## src/rtl/mem_rr_arbiter_if.sv

```systemverilog
// Requester-side and memory-side signals of the round-robin memory-port arbiter.
interface mem_rr_arbiter_if #(
    parameter int NUM_REQ = 3,
    parameter int ADDR_W  = 16,
    parameter int DATA_W  = 128
);
    localparam int GID_W = $clog2(NUM_REQ);

    logic [NUM_REQ-1:0]        req_read;
    logic [NUM_REQ-1:0]        req_write;
    logic [NUM_REQ*ADDR_W-1:0] req_addr;
    logic [NUM_REQ*DATA_W-1:0] req_wdata;
    logic [NUM_REQ-1:0]        req_resp;
    logic [DATA_W-1:0]         req_rdata;
    logic                      mem_read;
    logic                      mem_write;
    logic [ADDR_W-1:0]         mem_address;
    logic [DATA_W-1:0]         mem_wdata;
    logic                      mem_resp;
    logic [DATA_W-1:0]         mem_rdata;
    logic [GID_W-1:0]          grant_id;
    logic                      busy;
    logic                      timeout_err;

    modport slave (
        input  req_read, req_write, req_addr, req_wdata, mem_resp, mem_rdata,
        output req_resp, req_rdata, mem_read, mem_write, mem_address, mem_wdata,
        output grant_id, busy, timeout_err
    );

    modport master (
        output req_read, req_write, req_addr, req_wdata, mem_resp, mem_rdata,
        input  req_resp, req_rdata, mem_read, mem_write, mem_address, mem_wdata,
        input  grant_id, busy, timeout_err
    );
endinterface

```

## src/rtl/mem_rr_arbiter.sv

```systemverilog
// Round-robin arbiter sharing one physical-memory port among cache-level requesters,
// with a recovery cycle after each transaction and a sticky no-response watchdog.
module mem_rr_arbiter #(
    parameter int NUM_REQ = 3,
    parameter int ADDR_W  = 16,
    parameter int DATA_W  = 128,
    parameter int TIMEOUT = 255
) (
    input logic              clk,
    input logic              rst_n,
    mem_rr_arbiter_if.slave  bus
);
    localparam int GID_W = $clog2(NUM_REQ);
    localparam int CNT_W = $clog2(TIMEOUT + 1);

    typedef enum logic [1:0] {IDLE, BUSY, DONE} state_t;

    state_t              state;
    logic [GID_W-1:0]    ptr;
    logic [GID_W-1:0]    grant_id;
    logic [GID_W-1:0]    win;
    logic [GID_W-1:0]    idx;
    logic                found;
    logic                mem_read;
    logic                mem_write;
    logic                busy;
    logic                timeout_err;
    logic [ADDR_W-1:0]   address;
    logic [DATA_W-1:0]   wdata;
    logic [CNT_W-1:0]    wait_cnt;
    logic [NUM_REQ-1:0]  active;
    logic [NUM_REQ-1:0]  req_resp;

    assign active = bus.req_read | bus.req_write;

    // Scan ptr+1, ptr+2, ... so the last completed requester has lowest priority.
    always_comb begin
        found = 1'b0;
        win   = '0;
        idx   = '0;
        for (int k = 1; k <= NUM_REQ; k++) begin
            idx = GID_W'((int'(ptr) + k) % NUM_REQ);
            if (!found && active[idx]) begin
                found = 1'b1;
                win   = idx;
            end
        end
    end

    always_comb begin
        req_resp = '0;
        if (state == BUSY && bus.mem_resp)
            req_resp[grant_id] = 1'b1;
    end

    always_ff @(posedge clk or negedge rst_n) begin
        if (!rst_n) begin
            state       <= IDLE;
            ptr         <= GID_W'(NUM_REQ - 1);
            grant_id    <= '0;
            address     <= '0;
            wdata       <= '0;
            wait_cnt    <= '0;
            timeout_err <= 1'b0;
            mem_read    <= 1'b0;
            mem_write   <= 1'b0;
            busy        <= 1'b0;
        end else begin
            case (state)
                IDLE: begin
                    if (found) begin
                        state     <= BUSY;
                        grant_id  <= win;
                        address   <= bus.req_addr[int'(win)*ADDR_W +: ADDR_W];
                        wdata     <= bus.req_wdata[int'(win)*DATA_W +: DATA_W];
                        wait_cnt  <= '0;
                        busy      <= 1'b1;
                        mem_write <= bus.req_write[win];
                        mem_read  <= !bus.req_write[win];
                    end
                end
                BUSY: begin
                    if (bus.mem_resp) begin
                        state     <= DONE;
                        ptr       <= grant_id;
                        busy      <= 1'b0;
                        mem_read  <= 1'b0;
                        mem_write <= 1'b0;
                    end else if (wait_cnt == CNT_W'(TIMEOUT)) begin
                        // Flag only; the transaction keeps waiting for memory.
                        timeout_err <= 1'b1;
                    end else begin
                        wait_cnt <= wait_cnt + 1'b1;
                    end
                end
                DONE:    state <= IDLE;
                default: state <= IDLE;
            endcase
        end
    end

    assign bus.req_resp    = req_resp;
    assign bus.req_rdata   = bus.mem_rdata;
    assign bus.mem_read    = mem_read;
    assign bus.mem_write   = mem_write;
    assign bus.mem_address = address;
    assign bus.mem_wdata   = wdata;
    assign bus.grant_id    = grant_id;
    assign bus.busy        = busy;
    assign bus.timeout_err = timeout_err;
endmodule

```

## src/flat_wrapper.sv

```systemverilog
// flat-port wrapper written by rule: the top's interface ports become plain ports
module mem_rr_arbiter_flat 
#(
    parameter int NUM_REQ = 3,
    parameter int ADDR_W  = 16,
    parameter int DATA_W  = 128,
    parameter int TIMEOUT = 255
)
  (clk, rst_n, bus_req_read, bus_req_write, bus_req_addr, bus_req_wdata, bus_mem_resp, bus_mem_rdata, bus_req_resp, bus_req_rdata, bus_mem_read, bus_mem_write, bus_mem_address, bus_mem_wdata, bus_grant_id, bus_busy, bus_timeout_err);
  mem_rr_arbiter_if #(.NUM_REQ(NUM_REQ), .ADDR_W(ADDR_W), .DATA_W(DATA_W)) bus_i ();
  input logic clk;
  input logic rst_n;
  input wire logic [$bits(bus_i.req_read)-1:0] bus_req_read;
  input wire logic [$bits(bus_i.req_write)-1:0] bus_req_write;
  input wire logic [$bits(bus_i.req_addr)-1:0] bus_req_addr;
  input wire logic [$bits(bus_i.req_wdata)-1:0] bus_req_wdata;
  input wire logic [$bits(bus_i.mem_resp)-1:0] bus_mem_resp;
  input wire logic [$bits(bus_i.mem_rdata)-1:0] bus_mem_rdata;
  output wire logic [$bits(bus_i.req_resp)-1:0] bus_req_resp;
  output wire logic [$bits(bus_i.req_rdata)-1:0] bus_req_rdata;
  output wire logic [$bits(bus_i.mem_read)-1:0] bus_mem_read;
  output wire logic [$bits(bus_i.mem_write)-1:0] bus_mem_write;
  output wire logic [$bits(bus_i.mem_address)-1:0] bus_mem_address;
  output wire logic [$bits(bus_i.mem_wdata)-1:0] bus_mem_wdata;
  output wire logic [$bits(bus_i.grant_id)-1:0] bus_grant_id;
  output wire logic [$bits(bus_i.busy)-1:0] bus_busy;
  output wire logic [$bits(bus_i.timeout_err)-1:0] bus_timeout_err;
  assign bus_i.req_read = bus_req_read;
  assign bus_i.req_write = bus_req_write;
  assign bus_i.req_addr = bus_req_addr;
  assign bus_i.req_wdata = bus_req_wdata;
  assign bus_i.mem_resp = bus_mem_resp;
  assign bus_i.mem_rdata = bus_mem_rdata;
  assign bus_req_resp = bus_i.req_resp;
  assign bus_req_rdata = bus_i.req_rdata;
  assign bus_mem_read = bus_i.mem_read;
  assign bus_mem_write = bus_i.mem_write;
  assign bus_mem_address = bus_i.mem_address;
  assign bus_mem_wdata = bus_i.mem_wdata;
  assign bus_grant_id = bus_i.grant_id;
  assign bus_busy = bus_i.busy;
  assign bus_timeout_err = bus_i.timeout_err;
  mem_rr_arbiter #(.NUM_REQ(NUM_REQ), .ADDR_W(ADDR_W), .DATA_W(DATA_W), .TIMEOUT(TIMEOUT)) u_core (.clk(clk), .rst_n(rst_n), .bus(bus_i));
endmodule
```

## config.mk

```make
export PLATFORM = sky130hd
export DESIGN_NAME = mem_rr_arbiter_flat
export DESIGN_NICKNAME = d
export VERILOG_FILES = /design/src/rtl/mem_rr_arbiter_if.sv /design/src/rtl/mem_rr_arbiter.sv /design/src/flat_wrapper.sv
export SDC_FILE = /design/constraint.sdc
export NUM_CORES = 1
export LEC_CHECK = 0
export ABC_AREA = 1
export CORE_AREA = 2 2 335 337
export CTS_CLUSTER_SIZE = 40
export DETAILED_ROUTE_END_ITERATION = 6
export DIE_AREA = 0 0 337 339
export SYNTH_ARGS = -nofsm -noshare
export SYNTH_HDL_FRONTEND = slang
export SYNTH_SLANG_ARGS = --single-unit
export TNS_END_PERCENT = 10
```

## constraint.sdc

```tcl
create_clock -name clk -period 2.3 [get_ports clk]
set_input_delay 0.69 -clock clk [delete_from_list [all_inputs] [get_ports clk]]
set_output_delay 0.69 -clock clk [all_outputs]
set_load 0.01 [all_outputs]
```

# ---- Yosys cells after proc, flatten, opt, wreduce, memory -nomap -nowiden
# Cells that the tools add are included.
dict set report op_classes {
  add_sub_neg 4
  div 3
  n_lt_le_gt_ge 6
  n_eq_ne 6
  shifts 2
  n_mux 31
  n_bitwise 2
  reduce_logical 15
}
# cell n
set ops {}
lappend ops {{384-bit by 10-bit variable part select with 128-bit output} 1}
lappend ops {{32-bit by 3-bit remainder unit with 32-bit output, second input constant} 3}
lappend ops {{48-bit by 7-bit variable part select with 16-bit output} 1}
lappend ops {{8-bit 2-to-1 mux} 3}
lappend ops {{8-bit case mux with 2 select lines} 1}
lappend ops {{2-bit by 3-bit less-than comparator with 1-bit output, second input constant} 5}
lappend ops {{1-bit 2-to-1 mux} 12}
lappend ops {{2-bit 2-to-1 mux} 5}
lappend ops {{8-bit by 1-bit adder with 8-bit output, second input constant} 1}
lappend ops {{1-bit binary-select mux with 2-bit select} 4}
lappend ops {{8-bit == test, second input constant} 1}
lappend ops {{2-bit by 2-bit adder with 3-bit output, second input constant} 2}
lappend ops {{2-bit inequality test, second input constant} 3}
lappend ops {{1-bit case mux with 2 select lines} 3}
lappend ops {{2-bit AND reduction} 3}
lappend ops {{3-bit AND reduction} 2}
lappend ops {{1-bit logical AND} 4}
lappend ops {{2-bit case mux with 2 select lines} 1}
lappend ops {{4-bit AND reduction} 1}
lappend ops {{2-bit by 1-bit adder with 3-bit output, second input constant} 1}
lappend ops {{1-bit zero test} 3}
lappend ops {{3-bit 2-to-1 mux} 1}
lappend ops {{3-bit bitwise OR} 1}
lappend ops {{1-bit demux with 2-bit select} 1}
lappend ops {{other kinds (6)} 6}
dict set report word_totals {
  regBits 162
  input_bits 569
  output_inout_bits 281
  word_cells 79
}

# ---- Longest topological paths before layout
dict set report depth {
  ltp_word 16
  ltp_mapped 17
  ltp_nobuf 15
}

# ---- Least setup slack after synthesis
# Ideal clock, no wire load.
dict set report synth_path {
  path_kind {register -> register}
  from {register u_core.ptr[1]}
  to {register u_core.wdata[100] (netlist: u_core.bus.mem_wdata[100])}
  setup_ns 0.124
  arrival_ns 1.966
  t_required_ns 2.176
  setup_slack_ns 0.210
  path_stages_with_launch 17
  n_path_buf 2
  period_less_slack_ns 2.090
  cell_sequence {dfstp_2 > inv_1 > ha_1 > inv_2 > nor2_1 > nand2_2 > nand3_1 > nor2_2 > nand2_1 > nand2_4 > inv_2 > buf_6 > buf_2 > nand3_1 > nand2_1 > inv_1 > nand2_1}
}
dict set report synth_between {
  elab_chain_cells 12
}
# item line
set synth_lines {}
lappend synth_lines {{start: declaration} mem_rr_arbiter.sv:19} ;# logic [GID_W-1:0] ptr;
lappend synth_lines {{start signal: assignment} mem_rr_arbiter.sv:59} ;# ptr <= GID_W'(NUM_REQ - 1);
lappend synth_lines {{start signal: assignment} mem_rr_arbiter.sv:85} ;# ptr <= grant_id;
lappend synth_lines {{2-bit by 1-bit adder with 3-bit output} mem_rr_arbiter.sv:42} ;# idx = GID_W'((int'(ptr) + k) % NUM_REQ);
lappend synth_lines {{32-bit by 3-bit remainder unit with 32-bit output} mem_rr_arbiter.sv:42}
lappend synth_lines {{1-bit binary-select mux with 2-bit select} mem_rr_arbiter.sv:43} ;# if (!found && active[idx]) begin
lappend synth_lines {{1-bit 2-to-1 mux (implied by the code)} mem_rr_arbiter.sv:43}
lappend synth_lines {{1-bit 2-to-1 mux} mem_rr_arbiter.sv:43}
lappend synth_lines {{1-bit zero test} mem_rr_arbiter.sv:43}
lappend synth_lines {{1-bit logical AND} mem_rr_arbiter.sv:43}
lappend synth_lines {{1-bit 2-to-1 mux} mem_rr_arbiter.sv:43}
lappend synth_lines {{1-bit zero test} mem_rr_arbiter.sv:43}
lappend synth_lines {{1-bit logical AND} mem_rr_arbiter.sv:43}
lappend synth_lines {{2-bit 2-to-1 mux or 1-bit 2-to-1 mux (tied branches)} mem_rr_arbiter.sv:43}
lappend synth_lines {{384-bit by 10-bit variable part select with 128-bit output or 2-bit AND reduction (tied branches)} -}
lappend synth_lines {{end signal: assignment} mem_rr_arbiter.sv:75} ;# wdata <= bus.req_wdata[int'(win)*DATA_W +: DATA_W];
lappend synth_lines {{end: declaration} mem_rr_arbiter.sv:29} ;# logic [DATA_W-1:0] wdata;
# Parallel ways exist; a longest one is shown, timed or not. The select of a mux whose other input is x is not followed.
# A chain may end at the register's enable or synchronous reset.

# ---- Worst setup path in the final report
dict set report layout_path {
  from {register u_core.ptr[1]}
  to {register u_core.wdata[77] (netlist: u_core.bus.mem_wdata[77])}
}
# Same word-level chain as after synthesis.

==> results.cfg <==
[outcome]
outcome = finished with violations
violations = negative setup slack

[pwr]
fin_total_pwr_uw = 40900
p_switching_uw = 20600
p_int_uw = 20400
p_sw_frac = 0.503
combPwrFrac = 0.792
p_clk_frac = 0.079
p_per_area_nw_per_um2 = 1980
vdd_ir_drop_max_mv = 1.23
cellLeakagePower_uw = 0.00922
seq_power_share = 0.129

[global_routing]
antenna_found_initial = 46
grt_util_met2 = 0.210
grt_util_all_layers = 0.138
grt_pass1_wl_um = 107000
busiest_layer = met2
grt_remaining_overflow = 0
grt_use_met1 = 0.176
grt_use_met3 = 0.0503
grt_pass1_vias = 12700
grt_max_degree = 59

[synth]
syn_nets = 2191
synth_seq_cells = 162
syn_avg_cell_area_um2 = 6.87
postSynthCellCount = 1618
post_synth_num_cell_types = 28
netlist_area_um2 = 11100
ys_warn_count = 0
synth-seq-area-share = 0.365

[route]
drc = 0
via_per_inst = 3.61
drt-total-wl_um = 83500
vias = 13100
first_pass_iters = 5
wl_per_cell_um = 23.0
drt_iter0_markers = 794
antenna_left = 0

[placement]
dp_cells = 3536
dp.final_hpwl_um = 57700
portBuffers = 593
place.gp.congestion = 0.847
place_area_um2 = 18300

[flow_run]
cap_violations = 0

[timing]
period_needed_ps = 2460
setup_viol = 148
relSlewSlack = 0.654
finalSetupTns_ps = -12290
setup_slack_ps = -163
drv_slew = 0
period_share = 1.07
hold_viol_final = 0
rsz0062_at_grt = true
clock-skew-final_ps = 28.1
fmax_mhz = 406
worst_slew_pin_slew_ps = 521

[floorplanning]
fp.coreArea_um2 = 110000
io_pins = 850
die_y_um = 339
dieArea_um2 = 114000
start_util = 0.101
dieWidth_um = 337
rows = 122

[clock_network]
cts-root-buf = clkbuf_16
htreeDepth = 4
path_clk_slew_ps = 80
cts_buffer_depth = 2
cts_buffers = 17
cts_num_sinks = 162
clk_latency_ps = 520
cts_tree = yes

[critical_path]
arrival_ps = 2850
endpoint_kind = flop
critical_path_class = reg -> reg
reg2regPathDepth = 16
cp-start-kind = flop
crit_required_ps = 2680
crit_fanout = 30

[final_layout]
mostFrequentLayoutCells = clkdlybuf4s50_1 (578), nand2_1 (448), inv_1 (244)
drive_gt1_frac = 0.138
finalInstanceArea_um2 = 20700
area.growth.synth_to_final_pct = 86.2
final_cells = 3626
fin_nets = 2694
final_common_cell = clkdlybuf4s50_1

[worst_hold_path]
hp-class = in -> async
metrics by stage:
step	utilization	hold slack [ps]	setup slack, ps
3_5_place_dp	0.166	464	-1200
5_1_grt	0.187	48.2	-296
3_3_place_gp	0.166	466	-1200
4_1_cts	0.183	26.4	-175
6_report	0.188	74.9	-163
2_1_floorplan	-	394	210
timing repair:
| action | 4_1_cts | 5_1_grt |
|---|---|---|
| hold buffers | 0 | 0 |
| pin swaps | 23 | 37 |
| setup endpoints to repair | 167 | 160 |
| gates resized for setup | 167 | 73 |
| buffers inserted | 24 | 3 |
| cloned | 20 | 10 |
worst paths after layout:
kind	startpoint	to	slack, ps
min in group clk	u_core.bus.timeout_err$_DFFE_PN0P_	u_core.bus.timeout_err$_DFFE_PN0P_	470
worst min register to register	u_core.bus.timeout_err$_DFFE_PN0P_	u_core.bus.timeout_err$_DFFE_PN0P_	470
worst max register to register	u_core.ptr[1]$_DFFE_PN1P_	u_core.bus.mem_wdata[77]$_DFFE_PN0P_	-160
worst max-delay path	u_core.ptr[1]$_DFFE_PN1P_	u_core.bus.mem_wdata[77]$_DFFE_PN0P_	-160
max in group asynchronous	rst_n	u_core.bus.mem_wdata[87]$_DFFE_PN0P_	1590
worst min-delay path	rst_n	u_core.bus.mem_wdata[33]$_DFFE_PN0P_	70
power by group through the flow:
stage / Sequential (µW) / Clock [µW] / Combinational [µW]
final: 5280 / 3220 / 32400
after CTS: 5280 / 3410 / 30400
after global placement: 5300 / 0 / 22200
after global routing: 5430 / 3490 / 35000
after detailed placement: 5290 / 0 / 22300
after floorplan: 5790 / 0 / 11500
critical path, stage by stage (launching register included):
cell and delay (ps):
dfstp_2 580, inv_2 70, ha_4 180, inv_4 60
nor2_2 40, nand2_2 90, nand3_2 100, nor2_4 170
nand2_2 110, nand2_8 100, buf_12 170, inv_12 80
buf_12 180, nand3_1 130, nand2_1 80, inv_2 80
nand2_1 60
synthesized netlist by cell type, drive strengths merged:
master  count  area share
a211oi      1     0.00068
dfrtp     161        0.36
nand3     277        0.13
nor2       23      0.0082
nor3        5      0.0023
o21bai      1     0.00068
nand3b     57       0.039
o21ai       6      0.0027
dfstp       1      0.0024
xnor2       1     0.00079
xor2        2      0.0016
nand4       1     0.00056
inv       255       0.086
nand2     501        0.17
ha          4      0.0045
a21oi       5      0.0023
clkbuf     17      0.0057
buf       213        0.13
o211ai     87       0.059
state kept, by name, summed over array words and instances (netlist names):
name,flops
u_core.bus.timeout_err,1
u_core.bus.busy,1
u_core.bus.mem_wdata,128
u_core.bus.grant_id,2
u_core.ptr,2
u_core.bus.mem_address,16
u_core.bus.mem_read,1
u_core.bus.mem_write,1
u_core.wait_cnt,8
u_core.state,2
layout make-up:
class,count,area [µm²]
fill,12400,89700
timing repair buffer,712,7950
multi-input combinational,973,5250
sequential,162,4060
tap,1488,1860
inverter,255,975
clock buffer,20,467
clock inverter,12,123
antenna,4,10.0
per-layer routing:
metal  wire (µm)  up-vias
li1            -     5986
met1       35600     6154
met2       36300      725
met3        8230      186
met4        3040       28
met5         270        -
cells by family after synthesis:
kind of cell | synth area share
xor+xnor | 0.00236
buf+inv | 0.218
flops | 0.365
simple gates | 0.345
compound gates | 0.0651
fa+ha+maj | 0.00450
Note: power is estimated with default switching activity, not from simulation.
